<file path="config.mk">
export PLATFORM = sky130hd
export DESIGN_NAME = bcd_digit_converter
export DESIGN_NICKNAME = d
export VERILOG_FILES = /design/src/rtl/calc_pkg.sv /design/src/rtl/bcd_add3_nibble.sv /design/src/rtl/bcd_digit_converter.sv
export SDC_FILE = /design/constraint.sdc
export NUM_CORES = 1
export LEC_CHECK = 0
export BUFFER_PORTS_ARGS = -buffer_cell sky130_fd_sc_hd__buf_2
export CORE_ASPECT_RATIO = 1.5
export CORE_MARGIN = 2
export CORE_UTILIZATION = 55
export DETAILED_ROUTE_END_ITERATION = 12
export PLACE_DENSITY = 0.79
export SYNTH_ARGS = -nofsm -noshare
export SYNTH_HDL_FRONTEND = slang
export SYNTH_HIERARCHICAL = 1
export SYNTH_SLANG_ARGS = --single-unit
</file>
<file path="constraint.sdc">
create_clock -name i_clk -period 3.9 [get_ports i_clk]
set_input_delay 1.17 -clock i_clk [delete_from_list [all_inputs] [get_ports i_clk]]
set_output_delay 1.17 -clock i_clk [all_outputs]
set_load 0.005 [all_outputs]
</file>
<file path="src/rtl/calc_pkg.sv">
// Shared calculator display definitions: 7-segment decoder codes, range
// limits, and the converter FSM state encoding.
package calc_pkg;

  localparam int NUM_DIGITS         = 6;
  localparam int BCD_W              = 4 * NUM_DIGITS;
  localparam int unsigned MAX_MAG_DEFAULT    = 999999;
  localparam int unsigned SHIFT_BITS_DEFAULT = 20;
  // A minus sign consumes one digit position, so negatives have one digit less.
  localparam int unsigned NEG_MAX_MAG        = 99999;

  typedef logic [5:0] code_t;

  localparam code_t CODE_BLANK = 6'd36;
  localparam code_t CODE_MINUS = 6'd37;
  localparam code_t CODE_E     = 6'd14;
  localparam code_t CODE_R     = 6'd38;

  typedef enum logic [1:0] {
    ST_IDLE   = 2'd0,
    ST_SHIFT  = 2'd1,
    ST_FORMAT = 2'd2
  } state_e;

  // Decimal digits 0-9 map directly onto decoder codes 0-9.
  function automatic code_t bcd_to_code(input logic [3:0] nib);
    return {2'b00, nib};
  endfunction

endpackage

</file>
<file path="src/rtl/bcd_add3_nibble.sv">
// Double-dabble correction for one BCD decade: a nibble of 5 or more gets 3
// added so the following left shift carries cleanly into the next decade.
module bcd_add3_nibble (
  input  logic [3:0] i_nibble,
  output logic [3:0] o_nibble
);

  assign o_nibble = (i_nibble >= 4'd5) ? i_nibble + 4'd3 : i_nibble;

endmodule

</file>
<file path="src/rtl/bcd_digit_converter.sv">
// Converts a calculator result (magnitude, sign, error flag) into six
// 7-segment decoder codes using a serial double-dabble, with leading-zero
// suppression, a minus sign and an E,R,R pattern for errors and overflow.
module bcd_digit_converter
  import calc_pkg::*;
#(
  parameter int unsigned MAX_MAG    = MAX_MAG_DEFAULT,
  parameter int unsigned SHIFT_BITS = SHIFT_BITS_DEFAULT
) (
  input  logic        i_clk,
  input  logic        i_rst,
  input  logic        i_start,
  input  logic [39:0] i_value,
  input  logic        i_sign,
  input  logic        i_err,
  output logic [5:0]  o_digit0,
  output logic [5:0]  o_digit1,
  output logic [5:0]  o_digit2,
  output logic [5:0]  o_digit3,
  output logic [5:0]  o_digit4,
  output logic [5:0]  o_digit5,
  output logic        o_busy,
  output logic        o_done,
  output logic        o_overflow
);

  localparam int CNT_W = $clog2(SHIFT_BITS + 1);
  localparam logic [CNT_W-1:0] CNT_LAST = CNT_W'(SHIFT_BITS - 1);

  state_e state_q, state_d;

  logic [CNT_W-1:0]      cnt_q;
  logic [SHIFT_BITS-1:0] bin_q;
  logic [BCD_W-1:0]      bcd_q;
  logic [BCD_W-1:0]      bcd_adj;
  logic                  sign_q;
  logic                  err_q;
  logic                  ovf_q;

  code_t digit_q [NUM_DIGITS];
  code_t fmt_digits [NUM_DIGITS];
  logic  done_q;
  logic  overflow_q;

  logic busy;
  logic load_en;
  logic shift_en;
  logic fmt_en;
  logic range_bad;
  int   msd;

  // Out of range: too large overall, or too large to leave room for a minus.
  assign range_bad = (i_value > 40'(MAX_MAG)) ||
                     (i_sign && (i_value > 40'(NEG_MAX_MAG)));

  for (genvar g = 0; g < NUM_DIGITS; g++) begin : g_add3
    bcd_add3_nibble u_add3 (
      .i_nibble (bcd_q[4*g +: 4]),
      .o_nibble (bcd_adj[4*g +: 4])
    );
  end

  // State register.
  always_ff @(posedge i_clk or posedge i_rst) begin
    // NOTE: sequential state uses non-blocking assignments so every register
    // samples the pre-edge values of the others.
    if (i_rst) state_q <= ST_IDLE;
    else       state_q <= state_d;
  end

  // Next-state logic: error cases skip the shift phase entirely.
  always_comb begin
    // NOTE: default first so no path leaves state_d unassigned (no latch).
    state_d = state_q;
    unique case (state_q)
      ST_IDLE:   if (i_start) state_d = (i_err || range_bad) ? ST_FORMAT : ST_SHIFT;
      ST_SHIFT:  if (cnt_q == CNT_LAST) state_d = ST_FORMAT;
      ST_FORMAT: state_d = ST_IDLE;
      default:   state_d = ST_IDLE;
    endcase
  end

  // Output decode: phase enables and the busy flag follow the current state.
  always_comb begin
    busy     = (state_q != ST_IDLE);
    load_en  = (state_q == ST_IDLE) && i_start;
    shift_en = (state_q == ST_SHIFT);
    fmt_en   = (state_q == ST_FORMAT);
  end

  // Capture the request, then run one add-3/shift iteration per clock.
  always_ff @(posedge i_clk or posedge i_rst) begin
    if (i_rst) begin
      cnt_q  <= '0;
      bin_q  <= '0;
      bcd_q  <= '0;
      sign_q <= 1'b0;
      err_q  <= 1'b0;
      ovf_q  <= 1'b0;
    end else if (load_en) begin
      cnt_q  <= '0;
      bin_q  <= i_value[SHIFT_BITS-1:0];
      bcd_q  <= '0;
      sign_q <= i_sign;
      err_q  <= i_err;
      ovf_q  <= !i_err && range_bad;
    end else if (shift_en) begin
      {bcd_q, bin_q} <= {bcd_adj, bin_q} << 1;
      cnt_q          <= cnt_q + CNT_W'(1);
    end
  end

  // Display formatting: blank leading zeros, place a minus, or show E,R,R.
  always_comb begin
    fmt_digits = '{default: CODE_BLANK};
    msd        = 0;
    for (int i = 0; i < NUM_DIGITS; i++) begin
      if (bcd_q[4*i +: 4] != 4'd0) msd = i;
    end
    if (err_q || ovf_q) begin
      fmt_digits[2] = CODE_E;
      fmt_digits[1] = CODE_R;
      fmt_digits[0] = CODE_R;
    end else begin
      for (int i = 0; i < NUM_DIGITS; i++) begin
        if (i <= msd) begin
          fmt_digits[i] = bcd_to_code(bcd_q[4*i +: 4]);
        end else if (sign_q && (bcd_q != '0) && (i == msd + 1)) begin
          fmt_digits[i] = CODE_MINUS;
        end
      end
    end
  end

  // Result registers: updated together with the done pulse, held otherwise.
  always_ff @(posedge i_clk or posedge i_rst) begin
    if (i_rst) begin
      digit_q    <= '{default: CODE_BLANK};
      done_q     <= 1'b0;
      overflow_q <= 1'b0;
    end else begin
      done_q <= fmt_en;
      if (fmt_en) begin
        digit_q    <= fmt_digits;
        overflow_q <= ovf_q;
      end
    end
  end

  assign o_digit0   = digit_q[0];
  assign o_digit1   = digit_q[1];
  assign o_digit2   = digit_q[2];
  assign o_digit3   = digit_q[3];
  assign o_digit4   = digit_q[4];
  assign o_digit5   = digit_q[5];
  assign o_busy     = busy;
  assign o_done     = done_q;
  assign o_overflow = overflow_q;

endmodule

</file>
==> results.py, run 1 <==
metrics = {
    "place": {
        "hpwl_mm": 6.983,
        "io_buffer_count": 77,
        "gp_congestion": 0.8865,
        "placement.cell_area_um2": 4865,
    },
    "timing": {
        "rsz0062_at_grt": "no",
        "fin_crit_sh_pct": 58.99,
        "worst-slew-pin-transition_ps": 978.3,
        "finalHoldViolations": 0,
        "setup_viol": 0,
        "max_slew_margin_pct": 34.78,
        "post-route-min-period_ps": 2301,
        "max_freq_ghz": 0.4347,
        "drv_slew": 0,
        "fin_worst_skew_ps": 5.094,
        "tns_ps": 0,
    },
    "critical_path": {
        "cp-end-kind": "flip-flop",
        "crit_type": "reg2reg",
        "max_stage_delay_ps": 730,
        "startpoint_type": "flip-flop",
        "cp_top_family": "buffers and inverters",
        "slowest_stage": "clkinv_1",
        "crit_buf_inv": 1,
        "required_ps": 4130,
        "worst-path-max-fanout": 19,
        "critical_path_arrival_ps": 2530,
        "path_cells": "nand2b_1, clkinv_1, o22a_1",
    },
    "detailed_routing": {
        "drc": 0,
        "vias_per_cell": 5.720,
        "drtPass1Iterations": 5,
        "routed_wl_mm": 10.03,
        "drt-wirelength-per-cell_um": 15.08,
        "ant_nets": 0,
        "drtIter0Drc": 233,
        "vias": 3804,
    },
    "die": {
        "start_util_pct": 56.03,
        "fp.dieW_um": 77.28,
        "chipHeight_um": 113.9,
        "top_level_ports": 84,
        "rows": 40,
        "dieArea_um2": 8804,
        "coreArea_um2": 7908,
    },
    "global_route": {
        "antenna_found_initial": 0,
        "grt_max_degree": 51,
        "global_route.usage.total_pct": 24.84,
        "grt_pass1_wl_mm": 17.22,
        "grt_pass1_vias": 3639,
        "grt_overflow": 0,
    },
    "cells_and_area": {
        "final_cell_mix": "nand2_1 (131), buf_2 (77), dfrtp_1 (74)",
        "area_growth_pct": 17.71,
        "final_nets": 614,
        "stdcell_area_um2": 5215,
        "fillers": 673,
        "diodes": 0,
        "layout_commonest_cell": "nand2_1",
        "drive_above_1_share_pct": 22.50,
    },
    "clock_network": {
        "cts_buffers": 9,
        "holdBufCountCts": 0,
        "cts_tree": "built",
        "clk_path_buf_depth": 2,
        "clock-sinks": 86,
        "clk_pin_slew_worst_paths_ps": 60,
        "clk_latency_ps": 340,
        "cts_setup_buffers": 0,
        "cts_resized": 0,
        "root_buffer": "clkbuf_16",
        "h-tree-depth": 3,
    },
    "power_and_ir_drop": {
        "p_per_area_nw_per_um2": 408.8,
        "peakVddDrop_v": 0.0002424,
        "leakagePower_uw": 0.002471,
    },
    "yosys": {
        "synth-warning-count": 6,
        "syn_area_um2": 4430,
        "postSynthCellCount": 484,
        "avgSynthCellArea_um2": 9.154,
    },
    "min_path": {
        "hp-class": "reg2reg",
    },
    "flow_run": {
        "drv_cap": 0,
    },
    "status": {
        "status": "complete, no violations",
    },
}
==> flip-flops by register name (all words and copies together), names as in the netlist <==
register and flops:
o_digit4 5, err_q 1, o_done 1, o_digit1 5
ovf_q 1, bin_q 20, o_digit2 5, o_digit5 5
cnt_q 5, o_overflow 1, state_q 2, bcd_q 24
o_digit3 5, o_digit0 5, sign_q 1
==> metrics by stage <==
stage	util [%]	instances	hold WS [ps]	worst slack [ps]	power, uW
6_report	65.95	665	470.3	1599	2132
5_1_grt	65.95	665	508.1	1427	2211
4_1_cts	65.95	665	478.5	1597	2147
3_5_place_dp	61.52	649	463.8	1279	1151
3_3_place_gp	61.52	649	459.2	1349	1147
2_1_floorplan	-	489	445.8	528.0	1079
==> worst paths after layout <==
| check | from | end | slack, ps | cells after the start |
|---|---|---|---|---|
| min | o_digit5[0] | o_digit5[0] | 470 | 2 |
| min reg2reg | o_digit5[0] | o_digit5[0] | 470 | 2 |
| max | state_q[0] | o_digit2[3] | 1600 | 3 |
| max reg2reg | state_q[0] | o_digit2[3] | 1600 | 3 |
| max in group asynchronous | i_rst | o_digit4[2] | 2110 | 3 |
| min in group asynchronous | i_rst | cnt_q[4] | 960 | 2 |
==> report_power, final <==
part | switching, uW | leakage, uW | internal, uW | total (uW)
Sequential | 29.0 | 0.00110 | 943 | 972
Combinational | 99.5 | 0.00120 | 63.2 | 163
Clock | 336 | 0.000170 | 661 | 997
Total | 464 | 0.00247 | 1670 | 2130
==> area by class of cell <==
type	instances	area, um2	area share (%)
timing repair buffer	83	430.4	8.253
multi-input combinational	356	2063	39.56
inverter	19	72.57	1.392
clock buffer	13	260.3	4.990
tap	105	131.4	2.519
clock inverter	3	90.09	1.727
sequential	86	2167	41.55
==> worst reg2reg max path: stages (launching register included) <==
cell and delay, ps:
dfrtp_1 380, nand2b_1 650, clkinv_1 740, o22a_1 410
==> layer usage <==
metal	GRT usage (%)	vias up	wire, um
li1	-	1804	-
met1	31.94	1842	4064
met2	39.65	131	5052
met3	5.380	27	555
met4	12.74	0	352
met5	0	-	0
No activity file was read; power rests on OpenSTA's default activity.
==> run 2: changes to the inputs <==
- clock period: 3.9 -> 2.2 ns (I/O delays scaled with it)
==> run 2 against run 1 <==
Compared with the run above:
- worst setup slack got worse by 1300 ps
- critical path depth up 1
- die area unchanged
- clock skew is essentially flat
- largest cell class unchanged
- utilization rose by 0.33 points
- critical endpoint is now o_digit1[2]
- combinational power rose by 85%
- flip-flop and latch count did not move
- hold slack got worse by 130 ps
- fmax is 18% higher
- register-to-register slack worse by 1300 ps
- clock power rose by 42%
==> results.py, run 2 (synthesis results as in run 1) <==
metrics = {
    "clock_network": {
        "h-tree-depth": 3,
        "clk_path_buf_depth": 2,
        "root_buffer": "clkbuf_16",
        "clk_latency_ps": 340,
        "clk_pin_slew_worst_paths_ps": 60,
        "cts_resized": 0,
        "clock-sinks": 86,
        "cts_tree": "built",
        "cts_setup_buffers": 0,
        "holdBufCountCts": 0,
        "cts_buffers": 9,
    },
    "power_and_ir_drop": {
        "pwr-share-clk_pct": 41.2,
        "finalPower_uw": 3443,
        "p_switching_uw": 788.1,
        "p_per_area_nw_per_um2": 656.9,
        "leakagePower_uw": 0.002487,
        "pwr-share-seq_pct": 50.0,
        "netSwitchingFraction_pct": 22.89,
        "pwr-share-comb_pct": 8.8,
        "intPower_uw": 2655,
        "peakVddDrop_v": 0.0004361,
    },
    "cells_and_area": {
        "fin_util_pct": 66.28,
        "final_nets": 623,
        "largestRegisters": "bcd_q (24), bin_q (20)",
        "largest_reg_flops": 24,
        "layout_commonest_cell": "nand2_1",
        "final_cell_mix": "nand2_1 (131), buf_2 (77), dfrtp_1 (74)",
        "stdcell_area_um2": 5241,
        "regMostFlops": "bcd_q",
        "area_growth_pct": 18.30,
        "diodes": 0,
        "drive_above_1_share_pct": 23.37,
    },
    "global_route": {
        "grt_max_degree": 40,
        "grt_overflow": 0,
        "antenna_found_initial": 0,
        "grt_pass1_wl_mm": 16.85,
        "global_route.usage.total_pct": 24.49,
        "grt_pass1_vias": 3652,
    },
    "place": {
        "io_buffer_count": 77,
        "hpwl_mm": 7.324,
        "gp_congestion": 0.7849,
        "placement.cell_area_um2": 4960,
    },
    "critical_path": {
        "max_stage_delay_ps": 530,
        "path_cells": "nor4_1, nand4_1, o21ai_0, o22a_1",
        "reg2reg_setup_slack_ps": 260,
        "crit_type": "reg2reg",
        "worst-path-max-fanout": 7,
        "slowest_stage": "nor4_1",
        "required_ps": 2480,
        "cp-end-kind": "flip-flop",
        "reg2regPathDepth": 4,
        "critical_path_arrival_ps": 2230,
        "startpoint_type": "flip-flop",
    },
    "timing": {
        "rsz0062_at_grt": "no",
        "worst-slew-pin-transition_ps": 535.4,
        "post-route-min-period_ps": 1944,
        "drv_slew": 0,
        "finalHoldViolations": 0,
        "setup_viol": 0,
        "max_freq_ghz": 0.5143,
        "fin_worst_skew_ps": 4.616,
        "tns_ps": 0,
        "fin_crit_sh_pct": 88.38,
        "max_slew_margin_pct": 63.98,
    },
    "die": {
        "top_level_ports": 84,
        "start_util_pct": 56.03,
        "rows": 40,
        "chipHeight_um": 113.9,
        "fp.dieW_um": 77.28,
        "coreArea_um2": 7908,
        "dieArea_um2": 8804,
    },
    "detailed_routing": {
        "drtPass1Iterations": 4,
        "routed_wl_mm": 10.06,
        "drtIter0Drc": 240,
        "drc": 0,
        "vias": 3739,
        "vias_per_cell": 5.547,
        "ant_nets": 0,
        "drt-wirelength-per-cell_um": 14.93,
    },
    "status": {
        "status": "complete, no violations",
    },
    "min_path": {
        "hp-class": "in2async",
    },
    "flow_run": {
        "drv_cap": 0,
    },
}
-- run 2: cell types whose count changed in the layout (fill, tap and decap cells not counted), sizes merged --
cell	delta
bufinv	-3
clkinvlp	+1
clkbuf	+3
buf	+9
clkinv	-1
-- run 2: path summary, 6_finish.rpt --
path,from,end
max in group asynchronous,i_rst,o_digit0[5]
setup reg to reg,bcd_q[14],o_digit1[2]
hold reg to reg,o_overflow,o_overflow
setup / recovery,bcd_q[14],o_digit1[2]
min in group i_clk,o_overflow,o_overflow
hold / removal,i_rst,bin_q[3]
-- run 2: area by class of cell --
type | instances | area (um2)
Fill cell | 684 | 2666
Sequential cell | 86 | 2167
Multi-Input combinational cell | 356 | 2063
Timing Repair Buffer | 92 | 523.0
Clock buffer | 16 | 281.5
Tap cell | 105 | 131.4
Inverter | 19 | 75.07
-- run 2: routing by layer --
metal	up-vias	wire (um)	track usage, %
li1	1831	-	-
met1	1788	4079	27.97
met2	102	5341	44.41
met3	18	420	4.668
met4	0	220	10.48
met5	-	0	0
-- run 2: metrics by stage --
step	worst slack (ps)	hold slack (ps)	cells
4_1_cts	213.8	346.1	674
3_5_place_dp	123.2	466.8	658
5_1_grt	46.88	382.4	674
6_report	255.6	342.3	674
3_3_place_gp	177.4	453.2	658
2_1_floorplan	301.1	445.8	489
-- run 2: worst max-delay path: cells and delay by family, from the launching register on --
kind / cells / cell delay (ps)
DFF: 1 / 450
and+or+nand+nor: 2 / 800
AOI/OAI and AO/OA: 2 / 640
-- run 2: power groups by stage --
stage | Combinational (uW) | Sequential, uW | Clock (uW)
floorplan | 174 | 1740 | 0
global placement | 297 | 1740 | 0
detailed placement | 306 | 1750 | 0
CTS | 305 | 1720 | 1450
global route | 342 | 1730 | 1530
finish | 302 | 1720 | 1420
==> run 3: changes to the inputs <==
- RECOVER_POWER: default -> 100
==> run 3 against run 2 <==
Compared with the run above:
- design area down 0.95%
- worst setup slack got worse by 36 ps
- register-to-register slack got worse by 40 ps
- global-route usage did not move
- via count about the same
- sequential share of layout area up 0.40 points
- fmax decreased by 1.8%
- first-iteration DRC count decreased by 6.3%
- clock power about the same
- die area unchanged
- flip-flop and latch count is the same
- largest cell class unchanged
- non-clock buffer count did not move
==> results.py, run 3 (synthesis results as in run 1) <==
metrics = {
    "power_and_ir_drop": {
        "p_switching_uw": 787.2,
        "intPower_uw": 2646,
        "pwr-share-clk_pct": 41.4,
        "pwr-share-seq_pct": 50.1,
        "pwr-share-comb_pct": 8.5,
        "p_per_area_nw_per_um2": 661.4,
        "peakVddDrop_v": 0.0004329,
        "leakagePower_uw": 0.002441,
        "netSwitchingFraction_pct": 22.93,
    },
    "clock_network": {
        "h-tree-depth": 3,
        "cts_buffers": 9,
        "root_buffer": "clkbuf_16",
        "cts_tree": "built",
        "clock-sinks": 86,
        "clk_pin_slew_worst_paths_ps": 60,
        "cts_setup_buffers": 0,
        "cts_resized": 0,
        "holdBufCountCts": 0,
        "clk_path_buf_depth": 2,
        "clk_latency_ps": 340,
    },
    "cells_and_area": {
        "area_growth_pct": 17.17,
        "fillers": 698,
        "largest_reg_flops": 24,
        "final_nets": 623,
        "drive_above_1_share_pct": 21.27,
        "final_cells": 674,
        "diodes": 0,
        "largestRegisters": "bcd_q (24), bin_q (20)",
        "final_cell_mix": "nand2_1 (131), dfrtp_1 (74), buf_2 (72)",
        "regMostFlops": "bcd_q",
        "layout_commonest_cell": "nand2_1",
        "stdcell_area_um2": 5191,
    },
    "timing": {
        "tns_ps": 0,
        "finalHoldViolations": 0,
        "worst-slew-pin-transition_ps": 989.6,
        "fin_crit_sh_pct": 90.01,
        "fin_worst_skew_ps": 4.542,
        "drv_slew": 0,
        "max_freq_ghz": 0.5050,
        "timing.hold.ws_ps": 456.6,
        "layout_setup_ws_ps": 219.9,
        "post-route-min-period_ps": 1980,
        "setup_viol": 0,
        "rsz0062_at_grt": "no",
        "max_slew_margin_pct": 34.03,
    },
    "min_path": {
        "hp-class": "in2async",
    },
    "die": {
        "chipHeight_um": 113.9,
        "top_level_ports": 84,
        "dieArea_um2": 8804,
        "start_util_pct": 56.03,
        "coreArea_um2": 7908,
        "rows": 40,
        "fp.dieW_um": 77.28,
    },
    "critical_path": {
        "required_ps": 2410,
        "cp-end-kind": "flip-flop",
        "path_cells": "nand2b_1, clkbuf_1, nor3_1, buf_4, a22oi_1, o21ai_0",
        "crit_type": "reg2reg",
        "worst-path-max-fanout": 18,
        "critical_path_arrival_ps": 2190,
        "slowest_stage": "clkbuf_1",
        "max_stage_delay_ps": 650,
        "crit_buf_inv": 2,
        "startpoint_type": "flip-flop",
        "cp_top_family": "buffers and inverters",
    },
    "global_route": {
        "grt_pass1_wl_mm": 16.85,
        "grt_pass1_vias": 3652,
        "antenna_found_initial": 0,
        "grt_max_degree": 40,
        "grt_overflow": 0,
        "global_route.usage.total_pct": 24.49,
    },
    "flow_run": {
        "drv_cap": 0,
    },
    "detailed_routing": {
        "drtPass1Iterations": 5,
        "routed_wl_mm": 10.10,
        "vias_per_cell": 5.546,
        "vias": 3738,
        "ant_nets": 0,
        "drtIter0Drc": 225,
        "drt-wirelength-per-cell_um": 14.98,
        "drc": 0,
    },
    "place": {
        "dp_cells": 658,
        "dpl_worst_slack_ps": 123.2,
        "hpwl_mm": 7.324,
        "placement.cell_area_um2": 4960,
        "io_buffer_count": 77,
        "gp_congestion": 0.7849,
    },
    "status": {
        "status": "complete, no violations",
    },
}
run 3: worst reg2reg max path: stages (launching register included):
cell and delay (ps):
dfrtp_1 390, nand2b_1 140, clkbuf_1 650, nor3_1 170
buf_4 250, a22oi_1 130, o21ai_0 120
run 3: final timing paths:
check	slack [ps]	endpoint	cells after the start	startpoint
worst max-delay path	220	o_digit1[0]	6	state_q[0]
worst min-delay path	460	bin_q[3]	2	i_rst
worst max register to register	220	o_digit1[0]	6	state_q[0]
worst min register to register	480	bin_q[18]	2	bin_q[18]
max in group asynchronous	590	o_digit4[1]	3	i_rst
min in group i_clk	480	bin_q[18]	2	bin_q[18]
run 3: per-layer routing:
metal | wire length, um | GRT usage (%)
met1 | 4158 | 27.97
met2 | 5336 | 44.41
met3 | 389 | 4.668
met4 | 211 | 10.48
met5 | 0 | 0
run 3: power by group through the flow:
stage / registers [uW] / logic, uW / clock network [uW]
2_1_floorplan: 1740 / 174 / 0
3_3_place_gp: 1740 / 297 / 0
3_5_place_dp: 1750 / 306 / 0
4_1_cts: 1720 / 305 / 1450
5_1_grt: 1730 / 332 / 1530
6_report: 1720 / 292 / 1420
run 3: final cells by class:
cell class                      count  area, um2  area share (%)
Sequential cell                    86       2167           41.75
Multi-Input combinational cell    356       2053           39.55
Timing Repair Buffer               92      485.5           9.352
Clock buffer                       16      281.5           5.423
Tap cell                          105      131.4           2.531
Inverter                           19      72.57           1.398
run 3: metrics by stage:
stage | total power [uW] | utilization, %
6_report | 3434 | 65.65
3_5_place_dp | 2053 | 62.72
3_3_place_gp | 2042 | 62.72
5_1_grt | 3589 | 65.65
4_1_cts | 3481 | 66.28
2_1_floorplan | 1913 | -
